`src/rtl/hex_keypad_scanner.sv`:
```
// 4x4 hex keypad scanner: 1 ms row strobe, single-key debounce on press and
// release, and entry of accepted hex digits into a 16-bit shift word.
module hex_keypad_scanner #(
  parameter int Fclk   = 50000,
  parameter int F1kHz  = 1,
  parameter int DEB_MS = 4
) (
  input  logic        clk,
  input  logic        rst_n,
  input  logic [3:0]  col,
  input  logic        clr,
  output logic [3:0]  row,
  output logic [15:0] dat,
  output logic [1:0]  ptr_P,
  output logic [3:0]  key_code,
  output logic        key_vld,
  output logic        ce1ms,
  output logic [1:0]  state_dbg
);

  localparam int TDIV = Fclk / F1kHz;
  localparam int CW   = $clog2(TDIV + 1);

  typedef enum logic [1:0] {
    SCAN     = 2'd0,
    DEBOUNCE = 2'd1,
    HELD     = 2'd2
  } state_t;

  state_t        state;
  logic [CW-1:0] cb_1ms;
  logic          ce;
  logic [3:0]    col_m, col_s;
  logic [1:0]    ridx, cidx, cidx_l;
  logic          single_low;
  logic [3:0]    deb_cnt, rel_cnt;
  logic [3:0]    held_pat;
  logic [3:0]    code;

  assign ce        = (cb_1ms == CW'(TDIV));
  assign row       = ~(4'b0001 << ridx);
  assign held_pat  = ~(4'b0001 << cidx_l);
  assign code      = {ridx, cidx_l};
  assign state_dbg = state;

  always_ff @(posedge clk or negedge rst_n) begin
    if (!rst_n) begin
      cb_1ms <= '0;
      ce1ms  <= 1'b0;
    end else begin
      cb_1ms <= ce ? CW'(1) : cb_1ms + CW'(1);
      ce1ms  <= ce;
    end
  end

  // col is asynchronous to clk; idle (pulled-up) value is all ones.
  always_ff @(posedge clk or negedge rst_n) begin
    if (!rst_n) begin
      col_m <= 4'hF;
      col_s <= 4'hF;
    end else begin
      col_m <= col;
      col_s <= col_m;
    end
  end

  always_comb begin
    single_low = 1'b1;
    cidx       = 2'd0;
    case (col_s)
      4'b1110: cidx = 2'd0;
      4'b1101: cidx = 2'd1;
      4'b1011: cidx = 2'd2;
      4'b0111: cidx = 2'd3;
      default: single_low = 1'b0;
    endcase
  end

  // Row index stays frozen outside SCAN, so the latched row is the key's row.
  always_ff @(posedge clk or negedge rst_n) begin
    if (!rst_n) begin
      state    <= SCAN;
      ridx     <= 2'd0;
      cidx_l   <= 2'd0;
      deb_cnt  <= 4'd0;
      rel_cnt  <= 4'd0;
      dat      <= 16'h0000;
      ptr_P    <= 2'd0;
      key_code <= 4'd0;
      key_vld  <= 1'b0;
    end else begin
      key_vld <= 1'b0;
      if (ce) begin
        case (state)
          SCAN: begin
            if (single_low) begin
              cidx_l  <= cidx;
              deb_cnt <= 4'd1;
              state   <= DEBOUNCE;
            end else begin
              ridx <= ridx + 2'd1;
            end
          end
          DEBOUNCE: begin
            if (col_s == held_pat) begin
              deb_cnt <= deb_cnt + 4'd1;
              if (deb_cnt == 4'(DEB_MS - 1)) begin
                key_code <= code;
                key_vld  <= 1'b1;
                dat      <= {dat[11:0], code};
                ptr_P    <= ptr_P + 2'd1;
                rel_cnt  <= 4'd0;
                state    <= HELD;
              end
            end else begin
              ridx  <= ridx + 2'd1;
              state <= SCAN;
            end
          end
          HELD: begin
            if (col_s == 4'hF) begin
              rel_cnt <= rel_cnt + 4'd1;
              if (rel_cnt == 4'(DEB_MS - 1)) begin
                ridx  <= ridx + 2'd1;
                state <= SCAN;
              end
            end else begin
              rel_cnt <= 4'd0;
            end
          end
          default: state <= SCAN;
        endcase
      end
      // clr overrides a coincident acceptance for the word and pointer only.
      if (clr) begin
        dat   <= 16'h0000;
        ptr_P <= 2'd0;
      end
    end
  end

endmodule

```
`config.mk`:
```
export PLATFORM = sky130hd
export DESIGN_NAME = hex_keypad_scanner
export DESIGN_NICKNAME = d
export VERILOG_FILES = /design/src/rtl/hex_keypad_scanner.sv
export SDC_FILE = /design/constraint.sdc
export NUM_CORES = 1
export LEC_CHECK = 0
export CORE_MARGIN = 5
export CORE_UTILIZATION = 25
export CTS_CLUSTER_DIAMETER = 150
export DETAILED_ROUTE_END_ITERATION = 6
export SETUP_SLACK_MARGIN = 0.5
export SLEW_MARGIN = 30
export SYNTH_ARGS = -nofsm -noshare
export SYNTH_HDL_FRONTEND = slang
export SYNTH_SLANG_ARGS = --single-unit
```
`constraint.sdc`:
```
create_clock -name clk -period 2.3 [get_ports clk]
set_clock_uncertainty 0.1 [all_clocks]
set_input_delay 0.46 -clock clk [delete_from_list [all_inputs] [get_ports clk]]
set_output_delay 0.46 -clock clk [all_outputs]
set_load 0.02 [all_outputs]
```
==> run summary, run 1 <==
Synth cell types: 44
Std-Cell Rows: 39
WHS: 0.250 ns
WL final: 6.02 mm
Commonest non-fill, non-tap cell in the layout: dfrtp_1
CP max FO: 6
Vias post-DR: 2,094
Startpoint Class: flip-flop
Core ar.: 11,300 µm²
R2R cell count: 6
CP Cell Sequence: or3b_4, a211oi_4, buf_6, o2111ai_4, or3_1, a21oi_2
Routed len/inst: 12.7 µm
FFs w/ async S/R, synth: 100%
Hpwl dp: 4.12 mm
Register area share after synthesis: 54.7%
P_sw: 0.517 mW
Syn Area/Cell: 11.2 µm²
Synthesized instance count: 256
Status: finished, final reports clean
Mapped Nets: 271
GR Overflow Total: 0
Hold-critical path depth: 0
Slew headroom: 52.5%
Top cell type's share of synthesized area: 47.3%
Yosys reg bits: 62
Drt pass-1 iters: 4
Die width: 117 µm
EDFF count, synth: 0
Sequential cell area: 1570 µm²
Combinational fraction of design power: 2.8%
Root Driver: clkbuf_16
I/O pins: 37
Final period utilization: 94.0%
Total CTS buffers: 9
Initial antenna violation count: 0
DR vias/cell: 4.42
Initial core utilization: 25.2%
GRT Overall Usage: 9.08%
Clock transition at path regs: 0.05 ns
Clk buf depth: 2
RD Place Congestion: 0.796
Crit path buffers/inverters: 1
Final Setup Violations: 0
1st-iter DRT viols: 97
Stages on the worst setup path: 6
CP Class: flip-flop to flip-flop
CTS sink count: 62
Number of port buffers: 36
Fillers: 1,112
Internal Pwr Total: 2.11 mW
Post-DRT Antenna Nets: 0
Pin slew with the least headroom to its limit: 0.702 ns
Die Area: 13,700 µm²
RSZ-0062 raised after global routing: true
Area contributors post-synth: dfrtp_1 47%, dfstp_2 7.4%, mux2i_1 5.6%
Endpoints failing hold: 0
Global-route wire length before repair: 9.80 mm
Leakage: 1.96 nW
Area delta synth->final: 41.4%
WP data arrival: 2.30 ns
Multi-input logic area: 1330 µm²
Mapped Area: 2860 µm²
Hold Crit Class: flip-flop to flip-flop
Crit. End Element: flip-flop
CTS tree: done
Total number of yosys warnings: 0
WP data required: 2.44 ns
Max-Cap Viols: 0
Min Tclk post-route: 2.16 ns
Cell taking the most area after synthesis: dfrtp_1
Max stage delay on crit path: 0.52 ns
Nets@finish: 341
Largest net degree at the start of global routing: 26
Critical path's top delay family: simple AND/OR/NAND/NOR gates
PD cells: 651 nW/µm²
Most frequent cells in the layout: 50 x dfrtp_1, 27 x nor2_1, 26 x dlygate4sd2_1
Die Y: 117 µm
Vias in the first global route: 2,014
Main synth FF type: dfrtp_1
Power share of the clock group: 55.0%
Worst path slowest cell: dfstp_2
Switching share of total power: 19.7%
Worst skew pair latency: 0.32 ns
Flop pwr share: 42.3%
Layout cell share with drive strength beyond 1: 27.5%
Htree depth: 3
TNS Setup: 0 ns
Peak supply drop: 0.320 mV
Max Slew Vio Count: 0
DR DRC count: 0
Fin util: 35.7%
Ant diodes: 0
Fmax: 0.462 GHz
-- sequential cells by signal, indices dropped and copies added, names as in the netlist --
name / count
ridx: 2
cidx_l: 2
ce1ms: 1
state_dbg: 2
key_code: 4
deb_cnt: 4
ptr_P: 2
cb_1ms: 16
dat: 16
rel_cnt: 4
col_m: 4
col_s: 4
key_vld: 1
-- Yosys cell counts, drive strengths merged, types with 2 or more instances --
cell type / instances
nand2b: 4
nor3: 5
nor2: 27
buf: 4
inv: 14
nand4b: 2
a21oi: 5
xor2: 5
nand2: 18
a22o: 4
nand3: 13
nand3b: 2
nor4b: 2
o31ai: 2
ha: 8
and4: 3
dfrtp: 54
xnor2: 13
or3b: 2
clkbuf: 4
mux2: 5
mux2i: 16
nor2b: 2
and3: 4
o21ai: 10
o211ai: 3
o2111ai: 4
dfstp: 8
-- power groups by stage --
| stage | logic (mW) | clock network (mW) | registers, mW |
|---|---|---|---|
| 2_1_floorplan | 0.0224 | 0 | 1.13 |
| 3_3_place_gp | 0.0651 | 0 | 1.13 |
| 3_5_place_dp | 0.0668 | 0 | 1.13 |
| 4_1_cts | 0.0710 | 1.48 | 1.11 |
| 5_1_grt | 0.0832 | 1.53 | 1.11 |
| 6_report | 0.0734 | 1.44 | 1.11 |
-- cells by family (layout without fill, tap and decap cells) --
kind of cell / count (synthesis) / after routing / synth area share, %
XOR/XNOR: 18 / 18 / 5.52
buffers and inverters: 22 / 97 / 3.02
flip-flops: 62 / 62 / 54.7
AO/OA/AOI/OAI: 33 / 33 / 9.07
adder cells (fa/ha/maj): 8 / 8 / 3.51
multiplexers: 21 / 21 / 7.58
AND/OR/NAND/NOR: 92 / 92 / 16.6
-- final cells by class --
| class | count | area share (%) |
|---|---|---|
| clock buffers | 12 | 6.10 |
| clock inverters | 4 | 1.74 |
| inverters | 14 | 1.30 |
| multi-input cells | 172 | 33.0 |
| flip-flops and latches | 62 | 38.8 |
| well taps | 143 | 4.43 |
| repair buffers | 67 | 14.6 |
-- timing repair --
item | 4_1_cts | 5_1_grt
hold endpoints to repair | 7 | 0
resized for setup | 58 | 23
endpoints found under the setup margin | 67 | 46
hold buffers | 1 | 0
setup buffers | 11 | 6
pin swaps | 11 | 7
-- stage by stage --
step	power (mW)	setup WS (ns)	area, µm²	std cells
6_report	2.63	0.138	4040	474
5_1_grt	2.72	0.0386	4040	474
4_1_cts	2.66	0.146	3910	468
3_5_place_dp	1.19	0.0293	3500	440
3_3_place_gp	1.19	0.0925	3500	440
2_1_floorplan	1.15	0.0963	2910	256
-- final timing paths --
| kind | startpoint | end | slack (ns) |
|---|---|---|---|
| worst min register to register | col_m[1]$_DFF_PN1_ | col_s[1]$_DFF_PN1_ | 0.25 |
| worst min-delay path | col_m[1]$_DFF_PN1_ | col_s[1]$_DFF_PN1_ | 0.25 |
| worst max register to register | col_s[1]$_DFF_PN1_ | ptr_P[1]$_DFFE_PN0P_ | 0.14 |
| min in group asynchronous | rst_n | state_dbg[1]$_DFFE_PN0P_ | 0.46 |
| max in group asynchronous | rst_n | col_s[3]$_DFF_PN1_ | 1.06 |
| worst max-delay path | col_s[1]$_DFF_PN1_ | ptr_P[1]$_DFFE_PN0P_ | 0.14 |
-- routing by layer --
metal	routed length (µm)	GRT usage, %
met1	2850	12.2
met3	311	3.39
met2	2780	13.8
met4	76	2.60
met5	0	0
Note: power is estimated with default switching activity, not from simulation.
==> inputs of run 2 (changes only) <==
- CORE_ASPECT_RATIO: unset -> 1.5
==> run summary, run 2 (synthesized netlist as in run 1, its figures left out) <==
Startpoint Class: flip-flop
P_sw: 0.502 mW
Global-route wire length before repair: 10.3 mm
CTS Hold Bufs: 0
CP Class: flip-flop to flip-flop
Ant diodes: 0
Leakage: 1.99 nW
Clock transition at path regs: 0.05 ns
Htree depth: 3
Max-Cap Viols: 0
Die width: 97.3 µm
Slew headroom: 57.5%
Total CTS buffers: 9
WHS: 0.0512 ns
Area delta synth->final: 41.7%
Fillers: 1,084
Initial antenna violation count: 0
Flop pwr share: 45.1%
Layout cell share with drive strength beyond 1: 29.3%
Status: finished, final reports clean
Post-DRT Antenna Nets: 0
I/O pins: 37
Worst skew pair latency: 0.33 ns
Capture point of the worst reg-to-reg path: key_code[0]$_DFFE_PN0P_
Number of port buffers: 36
Drt pass-1 iters: 4
Die Area: 13,700 µm²
RD Place Congestion: 0.827
PD cells: 609 nW/µm²
DR vias/cell: 4.46
Reg-to-Reg Start: col_s[1]$_DFF_PN1_
Min Tclk post-route: 2.16 ns
Largest registers: cb_1ms (16), dat (16)
Endpoints failing hold: 0
DR DRC count: 0
Max stage delay on crit path: 0.52 ns
Final Setup Violations: 0
Fmax: 0.463 GHz
Flop-to-flop setup slack: 0.14 ns
Crit path buffers/inverters: 2
Peak supply drop: 0.311 mV
Critical path's top delay family: flip-flops
CTS tree: done
Worst path slowest cell: dfstp_2
Initial core utilization: 25.7%
Commonest non-fill, non-tap cell in the layout: dfrtp_1
Vias post-DR: 2,152
GR Overflow Total: 0
Max Slew Vio Count: 0
RSZ-0062 raised after global routing: true
WP data required: 2.41 ns
Vias in the first global route: 2,165
CP Cell Sequence: or3b_4, a211oi_4, buf_6, o2111ai_4, buf_12, mux2_2
Hpwl dp: 4.21 mm
1st-iter DRT viols: 93
Routed len/inst: 12.8 µm
Nets@finish: 345
Final period utilization: 93.9%
Crit. End Element: flip-flop
Switching share of total power: 20.4%
R2R cell count: 6
Die Y: 141 µm
Most frequent cells in the layout: 50 x dfrtp_1, 27 x nor2_1, 27 x buf_4
Largest net degree at the start of global routing: 27
Std-Cell Rows: 47
Root Driver: clkbuf_16
Hold Crit Class: input pin to asynchronous set/reset pin
Combinational fraction of design power: 2.9%
Power share of the clock group: 52.1%
WL final: 6.16 mm
Internal Pwr Total: 1.96 mW
Clk buf depth: 2
Pin slew with the least headroom to its limit: 0.636 ns
TNS Setup: 0 ns
Core ar.: 11,100 µm²
GRT Overall Usage: 9.41%
CTS sink count: 62
CP max FO: 12
WP data arrival: 2.27 ns
==> run 2: timing repair <==
item,4_1_cts,5_1_grt
buffers inserted,13,8
endpoints found under the setup margin,68,48
resized for setup,52,23
pin swaps,4,3
cloned,0,2
==> run 2: stage by stage <==
step	std cells	worst slack (ns)	utilization, %	cell area [µm²]	total power [mW]
5_1_grt	482	0.0392	36.4	4050	2.55
4_1_cts	472	0.135	35.0	3890	2.51
3_3_place_gp	443	0.0665	31.6	3510	1.19
6_report	482	0.141	36.4	4050	2.46
3_5_place_dp	443	0.0197	31.6	3510	1.19
2_1_floorplan	256	0.0963	-	2910	1.15
==> run 2: routing by layer <==
| layer | vias to the layer above | routed length [µm] | track usage [%] | part of all wire, % |
|---|---|---|---|---|
| met1 | 1054 | 2390 | 9.38 | 39 |
| met5 | - | 0 | 0 | 0 |
| met2 | 46 | 3270 | 16.4 | 53 |
| met4 | 0 | 176 | 6.05 | 2.9 |
| met3 | 11 | 333 | 3.46 | 5.4 |
| li1 | 1041 | - | - | - |
==> run 2: power groups by stage <==
stage                     Combinational, mW  Sequential (mW)  Clock, mW
after floorplan                      0.0224             1.13          0
final                                0.0705             1.11       1.28
after detailed placement             0.0650             1.13          0
after global placement               0.0638             1.13          0
after CTS                            0.0722             1.11       1.32
after global routing                 0.0788             1.11       1.36
==> run 2: worst max path at each step <==
stage                             from                       to  slack [ns]  cells after the start
floorplan           col_s[1]$_DFF_PN1_     ptr_P[1]$_DFFE_PN0P_         0.1                      5
global placement    col_s[1]$_DFF_PN1_   rel_cnt[3]$_DFFE_PN0P_        0.07                      5
detailed placement  col_s[1]$_DFF_PN1_   rel_cnt[3]$_DFFE_PN0P_        0.02                      5
CTS                 col_s[1]$_DFF_PN1_  key_code[0]$_DFFE_PN0P_        0.14                      6
global route        col_s[1]$_DFF_PN1_       dat[4]$_DFFE_PN0P_        0.04                      7
finish              col_s[1]$_DFF_PN1_  key_code[0]$_DFFE_PN0P_        0.14                      6
==> run 2: final cells by class <==
type                       count  area, µm²  share of cell area [%]
inverter                      14       52.6                    1.30
clock inverter                 5       50.0                    1.24
timing repair buffer          71        641                    15.8
multi-input combinational    172       1320                    32.6
sequential                    62       1570                    38.7
tap                          147        184                    4.55
clock buffer                  11        233                    5.75
==> run 2: worst register-to-register path, cell delays in order, from the launching register on <==
cell and delay (ns):
dfstp_2 0.52, or3b_4 0.38, a211oi_4 0.24, buf_6 0.14, o2111ai_4 0.18, buf_12 0.23
mux2_2 0.26
==> inputs of run 3 (changes only) <==
- clock period: 2.3 -> 2.45 ns (I/O delays scaled with it)
==> run summary, run 3 (synthesized netlist as in run 1, its figures left out) <==
Status: finished, final reports clean
Flop-to-flop setup slack: 0.33 ns
CTS tree: done
Clock transition at path regs: 0.05 ns
Layout cell share with drive strength beyond 1: 24.9%
RSZ-0062 raised after global routing: true
Leakage: 1.85 nW
Die Y: 141 µm
Final period utilization: 86.6%
Fillers: 1,100
PD cells: 555 nW/µm²
Routed len/inst: 12.7 µm
WP data required: 2.56 ns
Clk buf depth: 2
Max-Cap Viols: 0
Die Area: 13,700 µm²
Ant diodes: 0
Commonest non-fill, non-tap cell in the layout: dfrtp_1
Vias post-DR: 2,156
Fin util: 35.9%
CTS sink count: 62
Core ar.: 11,100 µm²
Worst skew pair latency: 0.32 ns
WP data arrival: 2.23 ns
Peak supply drop: 0.274 mV
Global-route wire length before repair: 9.96 mm
Nets@finish: 339
Number of port buffers: 36
CTS Hold Bufs: 0
Largest net degree at the start of global routing: 31
Die width: 97.3 µm
Hpwl dp: 4.27 mm
Initial antenna violation count: 0
Area delta synth->final: 39.8%
WL final: 6.05 mm
Fmax: 0.472 GHz
Final Setup Violations: 0
I/O pins: 37
TNS Setup: 0 ns
Std-Cell Rows: 47
Vias in the first global route: 2,202
Drt pass-1 iters: 5
Total CTS buffers: 9
Largest registers: cb_1ms (16), dat (16)
Post-DRT Antenna Nets: 0
Hold Crit Class: input pin to asynchronous set/reset pin
1st-iter DRT viols: 50
Overall Power: 2.21 mW
DR vias/cell: 4.53
Crit. End Element: flip-flop
Startpoint Class: flip-flop
Initial core utilization: 25.7%
Root Driver: clkbuf_16
Max Slew Vio Count: 0
Min Tclk post-route: 2.12 ns
DR DRC count: 0
Endpoints failing hold: 0
Most frequent cells in the layout: 52 x dfrtp_1, 28 x clkdlybuf4s50_1, 27 x nor2_1
GRT Overall Usage: 9.08%
GR Overflow Total: 0
Htree depth: 3
Pin slew with the least headroom to its limit: 0.643 ns
Slew headroom: 57.0%
RD Place Congestion: 0.818
CP max FO: 10
Fin area: 3990 µm²
CP Class: flip-flop to flip-flop
Dpl cell area: 3460 µm²
run 3: where the power goes:
part | total [mW] | leakage (nW) | switching (mW) | internal, mW
combinational | 0.0665 | 0.902 | 0.0397 | 0.0268
clock | 1.10 | 0.128 | 0.395 | 0.709
sequential | 1.04 | 0.821 | 0.00491 | 1.04
run 3: path summary, 6_finish.rpt:
path	startpoint	to	cells after the start
max in group asynchronous	rst_n	col_s[2]$_DFF_PN1_	2
max reg2reg	col_s[1]$_DFF_PN1_	key_code[1]$_DFFE_PN0P_	6
max	col_s[1]$_DFF_PN1_	key_code[1]$_DFFE_PN0P_	6
min reg2reg	col_m[1]$_DFF_PN1_	col_s[1]$_DFF_PN1_	0
min in group clk	col_m[1]$_DFF_PN1_	col_s[1]$_DFF_PN1_	0
min	rst_n	key_code[3]$_DFFE_PN0P_	1
run 3: cell type report:
| class | count | area, µm² | area share (%) |
|---|---|---|---|
| Timing Repair Buffer | 65 | 621 | 15.5 |
| Clock buffer | 15 | 258 | 6.46 |
| Inverter | 14 | 52.6 | 1.32 |
| Multi-Input combinational cell | 172 | 1310 | 32.8 |
| Clock inverter | 1 | 5.00 | 0.125 |
| Tap cell | 147 | 184 | 4.61 |
| Sequential cell | 62 | 1560 | 39.2 |
run 3: per-layer routing:
layer | track usage, % | vias up | routed length, µm
met1 | 9.05 | 1069 | 2350
met2 | 16.4 | 46 | 3230
li1 | - | 1030 | -
met5 | 0 | - | 0
met4 | 5.84 | 0 | 182
met3 | 2.52 | 11 | 284
run 3: metrics by stage:
stage / hold slack, ns / setup WS, ns / cells
6_report: 0.00235 / 0.329 / 476
5_1_grt: 0.0345 / 0.244 / 476
4_1_cts: 0.0134 / 0.328 / 467
3_5_place_dp: 0.249 / 0.0279 / 440
3_3_place_gp: 0.246 / 0.0869 / 440
2_1_floorplan: 0.0944 / 0.246 / 256
run 3: repair_timing:
| action | CTS | global route |
|---|---|---|
| gates resized for setup | 31 | 13 |
| setup buffers | 11 | 9 |
| pin swaps | 4 | 6 |
| endpoints found under the setup margin | 43 | 38 |
run 3: worst max-delay path: stages, from the launching register on:
cell       delay (ns)
dfstp_2          0.52
or3b_4           0.38
a211oi_4         0.26
buf_6            0.15
o2111ai_4        0.14
buf_6            0.20
mux2_2           0.27
